--- src/rtl/rv_gpio_if.sv ---
// rv_core data-bus slave port for the rv_gpio window: address, select, lane writes, read strobe and read data.
// Read data is registered in the peripheral and is 0 whenever the window is not read.
interface rv_gpio_if;
    logic [4:0]  adr;
    logic        cs;
    logic [3:0]  we;
    logic        re;
    logic [31:0] dw;
    logic [31:0] dr;

    modport master (output adr, cs, we, re, dw, input dr);
    modport slave  (input adr, cs, we, re, dw, output dr);
endinterface

--- src/rtl/rv_gpio.sv ---
// rv_gpio: WIDTH-pin GPIO with atomic set/clr/tgl, pin synchroniser and edge interrupts (RV_GPIO_IRQ_EN).
// Latency: writes visible on pout/poe next cycle; dr valid one cycle after cs&&re; pin->IN SYNC_STAGES cycles.
// Backpressure: none, every access completes in one cycle with no wait states.
module rv_gpio #(
    parameter int unsigned       WIDTH       = 8,
    parameter int unsigned       SYNC_STAGES = 2,
    parameter int unsigned       EDGE_MODE   = 0,
    parameter logic [WIDTH-1:0]  RESET_OUT   = '0,
    parameter logic [WIDTH-1:0]  RESET_DIR   = '1
) (
    input  logic             clk,
    input  logic             reset,
    rv_gpio_if.slave         bus,
    input  logic [WIDTH-1:0] pin,
    output logic [WIDTH-1:0] pout,
    output logic [WIDTH-1:0] poe,
    output logic             irq
);
    localparam logic [2:0] REG_OUT   = 3'd0;
    localparam logic [2:0] REG_IN    = 3'd1;
    localparam logic [2:0] REG_DIR   = 3'd2;
    localparam logic [2:0] REG_SET   = 3'd3;
    localparam logic [2:0] REG_CLR   = 3'd4;
    localparam logic [2:0] REG_TGL   = 3'd5;
    localparam logic [2:0] REG_IE    = 3'd6;
    localparam logic [2:0] REG_IFLAG = 3'd7;

    logic [31:0]      lane_mask;
    logic [WIDTH-1:0] wmask;
    logic [WIDTH-1:0] wbits;
    logic [2:0]       sel;

    // Lane enables expand to a bit mask; data bits outside enabled lanes never reach a register.
    assign lane_mask = {{8{bus.we[3]}}, {8{bus.we[2]}}, {8{bus.we[1]}}, {8{bus.we[0]}}};
    assign wmask     = lane_mask[WIDTH-1:0];
    assign wbits     = bus.dw[WIDTH-1:0] & wmask;
    assign sel       = bus.adr[4:2];

    logic unused_bus;
    assign unused_bus = ^{bus.adr[1:0], bus.dw, lane_mask};

    logic [WIDTH-1:0] out_q, out_n;
    logic [WIDTH-1:0] dir_q, dir_n;

    always_comb begin
        out_n = out_q;
        dir_n = dir_q;
        if (bus.cs) begin
            case (sel)
                REG_OUT: out_n = (out_q & ~wmask) | wbits;
                REG_DIR: dir_n = (dir_q & ~wmask) | wbits;
                REG_SET: out_n = out_q | wbits;
                REG_CLR: out_n = out_q & ~wbits;
                REG_TGL: out_n = out_q ^ wbits;
                default: ;
            endcase
        end
    end

    always_ff @(posedge clk or posedge reset) begin
        if (reset) begin
            out_q <= RESET_OUT;
            dir_q <= RESET_DIR;
        end else begin
            out_q <= out_n;
            dir_q <= dir_n;
        end
    end

    assign pout = out_q;
    assign poe  = dir_q;

    logic [SYNC_STAGES-1:0][WIDTH-1:0] sync_q;
    logic [WIDTH-1:0]                  in_q;

    always_ff @(posedge clk or posedge reset) begin
        if (reset) begin
            sync_q <= '0;
        end else begin
            sync_q <= {sync_q[SYNC_STAGES-2:0], pin};
        end
    end

    assign in_q = sync_q[SYNC_STAGES-1];

    logic [WIDTH-1:0] ie_rd;
    logic [WIDTH-1:0] iflag_rd;

`ifdef RV_GPIO_IRQ_EN
    logic [WIDTH-1:0] in_d;
    logic [WIDTH-1:0] ie_q, ie_n;
    logic [WIDTH-1:0] iflag_q, iflag_n;
    logic [WIDTH-1:0] edge_v;
    logic [WIDTH-1:0] iflag_clr;

    always_comb begin
        case (EDGE_MODE)
            0:       edge_v = in_q & ~in_d;
            1:       edge_v = ~in_q & in_d;
            default: edge_v = in_q ^ in_d;
        endcase
    end

    assign ie_n      = (bus.cs && sel == REG_IE) ? ((ie_q & ~wmask) | wbits) : ie_q;
    assign iflag_clr = (bus.cs && sel == REG_IFLAG) ? wbits : '0;
    // New edges are OR-ed in after the clear so a coincident set survives.
    assign iflag_n   = (iflag_q & ~iflag_clr) | (edge_v & ie_q);

    always_ff @(posedge clk or posedge reset) begin
        if (reset) begin
            in_d    <= '0;
            ie_q    <= '0;
            iflag_q <= '0;
        end else begin
            in_d    <= in_q;
            ie_q    <= ie_n;
            iflag_q <= iflag_n;
        end
    end

    assign ie_rd    = ie_q;
    assign iflag_rd = iflag_q;
    assign irq      = |iflag_q;
`else
    assign ie_rd    = '0;
    assign iflag_rd = '0;
    assign irq      = 1'b0;
`endif

    logic [31:0] rd_word;
    logic [31:0] dr_q;

    always_comb begin
        rd_word = '0;
        case (sel)
            REG_OUT:   rd_word[WIDTH-1:0] = out_q;
            REG_IN:    rd_word[WIDTH-1:0] = in_q;
            REG_DIR:   rd_word[WIDTH-1:0] = dir_q;
            REG_IE:    rd_word[WIDTH-1:0] = ie_rd;
            REG_IFLAG: rd_word[WIDTH-1:0] = iflag_rd;
            default:   rd_word = '0;
        endcase
    end

    // dr drops to 0 on any cycle without a read so the bus can OR all peripherals together.
    always_ff @(posedge clk or posedge reset) begin
        if (reset) begin
            dr_q <= '0;
        end else begin
            dr_q <= (bus.cs && bus.re) ? rd_word : 32'h0;
        end
    end

    assign bus.dr = dr_q;
endmodule

--- src/flat_wrapper.sv ---
// flat-port wrapper written by rule: the top's interface ports become plain ports
module rv_gpio_flat 
#(
    parameter int unsigned       WIDTH       = 8,
    parameter int unsigned       SYNC_STAGES = 2,
    parameter int unsigned       EDGE_MODE   = 0,
    parameter logic [WIDTH-1:0]  RESET_OUT   = '0,
    parameter logic [WIDTH-1:0]  RESET_DIR   = '1
)
  (clk, reset, pin, pout, poe, irq, bus_adr, bus_cs, bus_we, bus_re, bus_dw, bus_dr);
  rv_gpio_if bus_i ();
  input  logic clk;
  input  logic reset;
  input  logic [WIDTH-1:0] pin;
  output logic [WIDTH-1:0] pout;
  output logic [WIDTH-1:0] poe;
  output logic irq;
  input wire logic [$bits(bus_i.adr)-1:0] bus_adr;
  input wire logic [$bits(bus_i.cs)-1:0] bus_cs;
  input wire logic [$bits(bus_i.we)-1:0] bus_we;
  input wire logic [$bits(bus_i.re)-1:0] bus_re;
  input wire logic [$bits(bus_i.dw)-1:0] bus_dw;
  output wire logic [$bits(bus_i.dr)-1:0] bus_dr;
  assign bus_i.adr = bus_adr;
  assign bus_i.cs = bus_cs;
  assign bus_i.we = bus_we;
  assign bus_i.re = bus_re;
  assign bus_i.dw = bus_dw;
  assign bus_dr = bus_i.dr;
  rv_gpio #(.WIDTH(WIDTH), .SYNC_STAGES(SYNC_STAGES), .EDGE_MODE(EDGE_MODE), .RESET_OUT(RESET_OUT), .RESET_DIR(RESET_DIR)) u_core (.clk(clk), .reset(reset), .bus(bus_i), .pin(pin), .pout(pout), .poe(poe), .irq(irq));
endmodule
--- config.mk ---
export PLATFORM = sky130hd
export DESIGN_NAME = rv_gpio_flat
export DESIGN_NICKNAME = d
export VERILOG_FILES = /design/src/rtl/rv_gpio_if.sv /design/src/rtl/rv_gpio.sv /design/src/flat_wrapper.sv
export SDC_FILE = /design/constraint.sdc
export NUM_CORES = 1
export LEC_CHECK = 0
export ABC_AREA = 1
export CORE_ASPECT_RATIO = 1.25
export CORE_MARGIN = 2
export CORE_UTILIZATION = 46
export DETAILED_ROUTE_END_ITERATION = 8
export GPL_ROUTABILITY_DRIVEN = 0
export GPL_TIMING_DRIVEN = 0
export HOLD_SLACK_MARGIN = 0.12
export MAX_ROUTING_LAYER = met4
export PLACE_DENSITY = 0.87
export RECOVER_POWER = 100
export SLEW_MARGIN = 20
export SYNTH_ARGS = -nofsm -noshare
export SYNTH_HDL_FRONTEND = slang
export SYNTH_SLANG_ARGS = --single-unit
--- constraint.sdc ---
create_clock -name clk -period 2.5 [get_ports clk]
set_input_delay 0.625 -clock clk [delete_from_list [all_inputs] [get_ports clk]]
set_output_delay 0.625 -clock clk [all_outputs]
set_load 0.005 [all_outputs]
* Yosys cells after proc, flatten, opt, wreduce, memory -nomap -nowiden
Index checks and enable logic that the tools add are counted.
** Storage, ports and cells
- Register bits :: 64
- Output and inout port bits :: 49
- Input bits :: 53
- Logic and storage cells :: 28
** Operators by class
- Reductions and logical operators :: 5
- Equality and inequality tests :: 5
- Bitwise logic cells :: 10
- Multiplexer cells :: 3
** Operators with widths (number)
- $and A8 B8 Y8 :: 4
- $pmux W8 S4 :: 1
- $or A8 B8 Y8 :: 3
- $pmux W8 S3 :: 1
- $not A8 Y8 :: 2
- $mux W8 :: 1
- $xor A8 B8 Y8 :: 1
- $eq A3 B2 Y1 const B :: 2
- $eq A3 B3 Y1 const B :: 2
- $reduce_and A2 Y1 :: 2
- $reduce_bool A4 Y1 :: 1
- $eq A3 B1 Y1 const B :: 1
- $logic_not A3 Y1 :: 1
- $logic_and A1 B1 Y1 :: 1

* Depth between registers and ports, before layout
- Depth after elaboration :: 4
- Depth in mapped cells :: 9
- Gate-level depth less buffers :: 7

* Worst setup path before layout
Ideal clock, no wire load.
- Kind :: input to register
- Start :: in bus_we[0]
- End :: reg u_core.out_q[7] (netlist: u_core.pout[7])
- Required time :: 2.378 ns
- Arrival time :: 1.611 ns
- Buffers on the path :: 2
- Slack :: 0.767 ns
- Cell stages on the path :: 9
- Library setup time :: 0.122 ns
- Cells stage by stage :: buf_2 -> buf_2 -> nand2_1 -> ha_1 -> inv_1 -> nand4_1 -> nand2_1 -> nor2_1 -> a21oi_1
** Between the ends
- Word-level cells in the longest chain between the ends :: 4
- Elaborated cells on any way between the ends :: 9
- Those cells by class :: mux (1); bitwise (8)
** RTL lines
- start: declaration :: RTL line flat_wrapper.sv:20 : input wire logic [$bits(bus_i.we)-1:0] bus_we;
- $and A8 B8 Y8 or $not A8 Y8 (tied branches) :: RTL line rv_gpio.sv:36, rv_gpio.sv:50
- $not A8 Y8 or $and A8 B8 Y8 (tied branches) :: RTL line rv_gpio.sv:53, rv_gpio.sv:50
- $and A8 B8 Y8 or $or A8 B8 Y8 (tied branches) :: RTL line rv_gpio.sv:53, rv_gpio.sv:50
- $pmux W8 S4 (*) :: RTL line rv_gpio.sv:49 : case (sel)
- end signal: assignment :: RTL line rv_gpio.sv:65 : out_q <= out_n;
- end: declaration :: RTL line rv_gpio.sv:42 : logic [WIDTH-1:0] out_q, out_n;
Mark *: on every way between the ends. The rest lies on a longest branch, timed or not.
A chain may end at the register's enable or synchronous reset.

==> results.cfg <==
[sta]
finalSetupTns_ns = 0
setup_viol = 0
period_share_pct = 86.3
worst_pin_slew_ns = 0.711
relSlewSlack_pct = 52.3
finClkSkew_ns = 0.00280
hold_violations = 0
slew_viol_final = 0
fin_crit_ns = 2.16
max_freq_ghz = 0.463
rsz0062_at_grt = false

[floorplan]
core_area_mm2 = 0.00480
die_w_um = 67.5
die_area_mm2 = 0.00563
row_count = 28
start_util_pct = 48.4
io_pins = 102
die_h_um = 83.4

[worst_setup_path]
startpoint_type = primary input
critical_path_class = in2reg
crit_path_max_fanout = 10
end_kind = register
crit_required_ns = 2.74
cp_data_arrival_time_ns = 2.40
r2r_cells = 6

[hold_path]
hp-class = reg2reg
whs_path_depth = 0

[clock_tree]
cts_tree = built
cts-hold-fix-buffers = 0
cts_sinks = 40
postCtsSetupBuffers = 0
clock-root-buffer = clkbuf_8
clock_latency_ns = 0.30
ctsResizeCount = 0
clkTransAtPathRegs_ns = 0.08
numCtsBuffers = 5
cts-htree-levels = 2
clockBufferDepth = 2

[status]
status = finished clean

[drt]
avgViaCountPerCell = 4.93
drt_wl_total_um = 5620
vias = 2040
final_antenna_net_count = 0
drt_iter0_drc = 175
wl_per_cell_um = 13.6
drc = 0
drtPass1Iterations = 4

[logic_synthesis]
synth-seq-cells = 40
synth-simple-area-share_pct = 25.8
synth_top_family_by_area = simple AND/OR/NAND/NOR gates
ys_seq_area_share_pct = 43.6
synthCells = 275
synthXorXnorAreaFrac_pct = 0
synth_compound_area_share_pct = 9.06
synth_mux_area_share_pct = 0
ys_types = 21
netlist_area_mm2 = 0.00232
ys_warn_count = 0
syn_avg_cell_area_um2 = 8.44
synth_fa_ha_area_share_pct = 4.31

[global_route]
antenna_found_initial = 0
grt_pass1_wl_um = 9310
grt_max_degree = 25
first_global_vias = 1964
grt_use_total_pct = 22.4
grt_overflow = 0

[placed_design]
place_hpwl_um = 4120
io_buffers = 46

[cells_and_area]
diodes = 0
area_growth_pct = 31.8
utilization_pct = 63.7
fin_nets = 414
final_layout_size_suffix_gt1_share_pct = 18.1

[power_and_ir_drop]
p_leak_uw = 0.00164
ir_worst_vdd_mv = 0.350
pwr_density_cell_mw_per_mm2 = 610

[flow_run]
drv_cap = 0
==> cells in the mapped netlist <==
cell type	instances	area share, %
a21oi_1	16	3.5
buf_2	5	1.1
buf_4	25	8.1
buf_6	3	1.5
clkbuf_4	1	0.32
conb_1	1	0.16
dfrtp_1	32	35
dfstp_2	8	9.1
ha_1	8	4.3
inv_1	34	5.5
inv_2	4	0.65
nand2_1	65	11
nand2_4	3	1.5
nand3_1	16	3.5
nand3_2	1	0.43
nand3_4	2	1.5
nand4_1	16	4.3
nor2_1	17	2.7
nor3_4	2	1.4
o211ai_1	8	2.6
o21ai_2	8	3.0
==> metal layers <==
layer | routed length [um] | part of all wire (%) | track usage [%] | vias to the layer above
met5 | 0 | 0 | - | -
met4 | 108 | 1.9 | 8.16 | 0
met3 | 501 | 8.9 | 5.01 | 12
met2 | 2920 | 52 | 36.3 | 124
met1 | 2090 | 37 | 26.6 | 910
li1 | - | - | - | 994
==> per-stage QoR <==
step,worst slack [ns],power (uW),instance area [um^2],hold slack [ns],cells
final,0.342,1870,3060,0.351,414
after global routing,0.226,1970,3060,0.362,414
after CTS,0.514,1900,3100,0.354,414
after detailed placement,0.241,1340,2970,0.336,406
after global placement,0.186,1310,2950,0.333,405
after floorplan,0.767,1100,2410,0.331,299
==> layout by cell type, fill, tap and decap left out <==
cell	synthesis	routed
clkbuf_2	0	1
o21ai_2	8	8
bufinv_16	0	1
nor2_1	17	17
buf_6	3	3
nand2_1	65	66
buf_4	25	25
nand4_1	16	16
clkbuf_8	0	6
nand3_2	1	1
nand2_4	3	2
nor3_2	0	1
inv_2	4	3
ha_1	8	8
dfstp_2	8	3
a21oi_1	16	16
dfstp_1	0	5
nor3_4	2	1
buf_2	5	5
inv_1	34	35
o211ai_1	8	8
nand3_1	16	16
clkbuf_4	1	1
clkdlybuf4s50_1	0	17
nand3_4	2	2
conb_1	1	25
dlygate4sd3_1	0	29
clkinv_4	0	1
dfrtp_1	32	32
==> critical path, stage by stage <==
cell and delay [ns]:
dlygate4sd3_1 0.59, nor3_2 0.61, nand3_4 0.22, buf_6 0.22, nand2_1 0.08, o21ai_2 0.05
==> report_power, final <==
group	switching [uW]	internal (uW)	leakage, uW
Sequential	73.8	735	0.000469
Clock	236	326	0.0000614
Combinational	250	246	0.00111
==> final timing paths <==
path / start / to / slack (ns)
hold reg to reg: u_core.sync_q[4] / u_core.in_q[4] / 0.35
setup reg to reg: u_core.pout[7] / u_core.pout[7] / 1.26
setup / recovery: bus_adr[2] / register / 0.34
min in group asynchronous: reset / u_core.bus.dr[1] / 0.84
hold / removal: u_core.sync_q[4] / u_core.in_q[4] / 0.35
max in group asynchronous: reset / u_core.sync_q[1] / 0.67
==> kinds of logic (layout without fill, tap and decap cells) <==
kind of cell    Yosys count  after routing
compound gates           32             32
other cells               1             25
buf+inv                  72            127
flops                    40             40
simple gates            122            122
fa+ha+maj                 8              8
==> final cells by class <==
type,count,area (um^2)
clock inverter,2,38.8
timing repair buffer,47,465
sequential,40,1010
clock buffer,6,82.6
tap,60,75.1
buffer,34,254
multi-input combinational,187,990
inverter,38,143
fill,402,1740
Note: power is estimated with default switching activity, not from simulation.
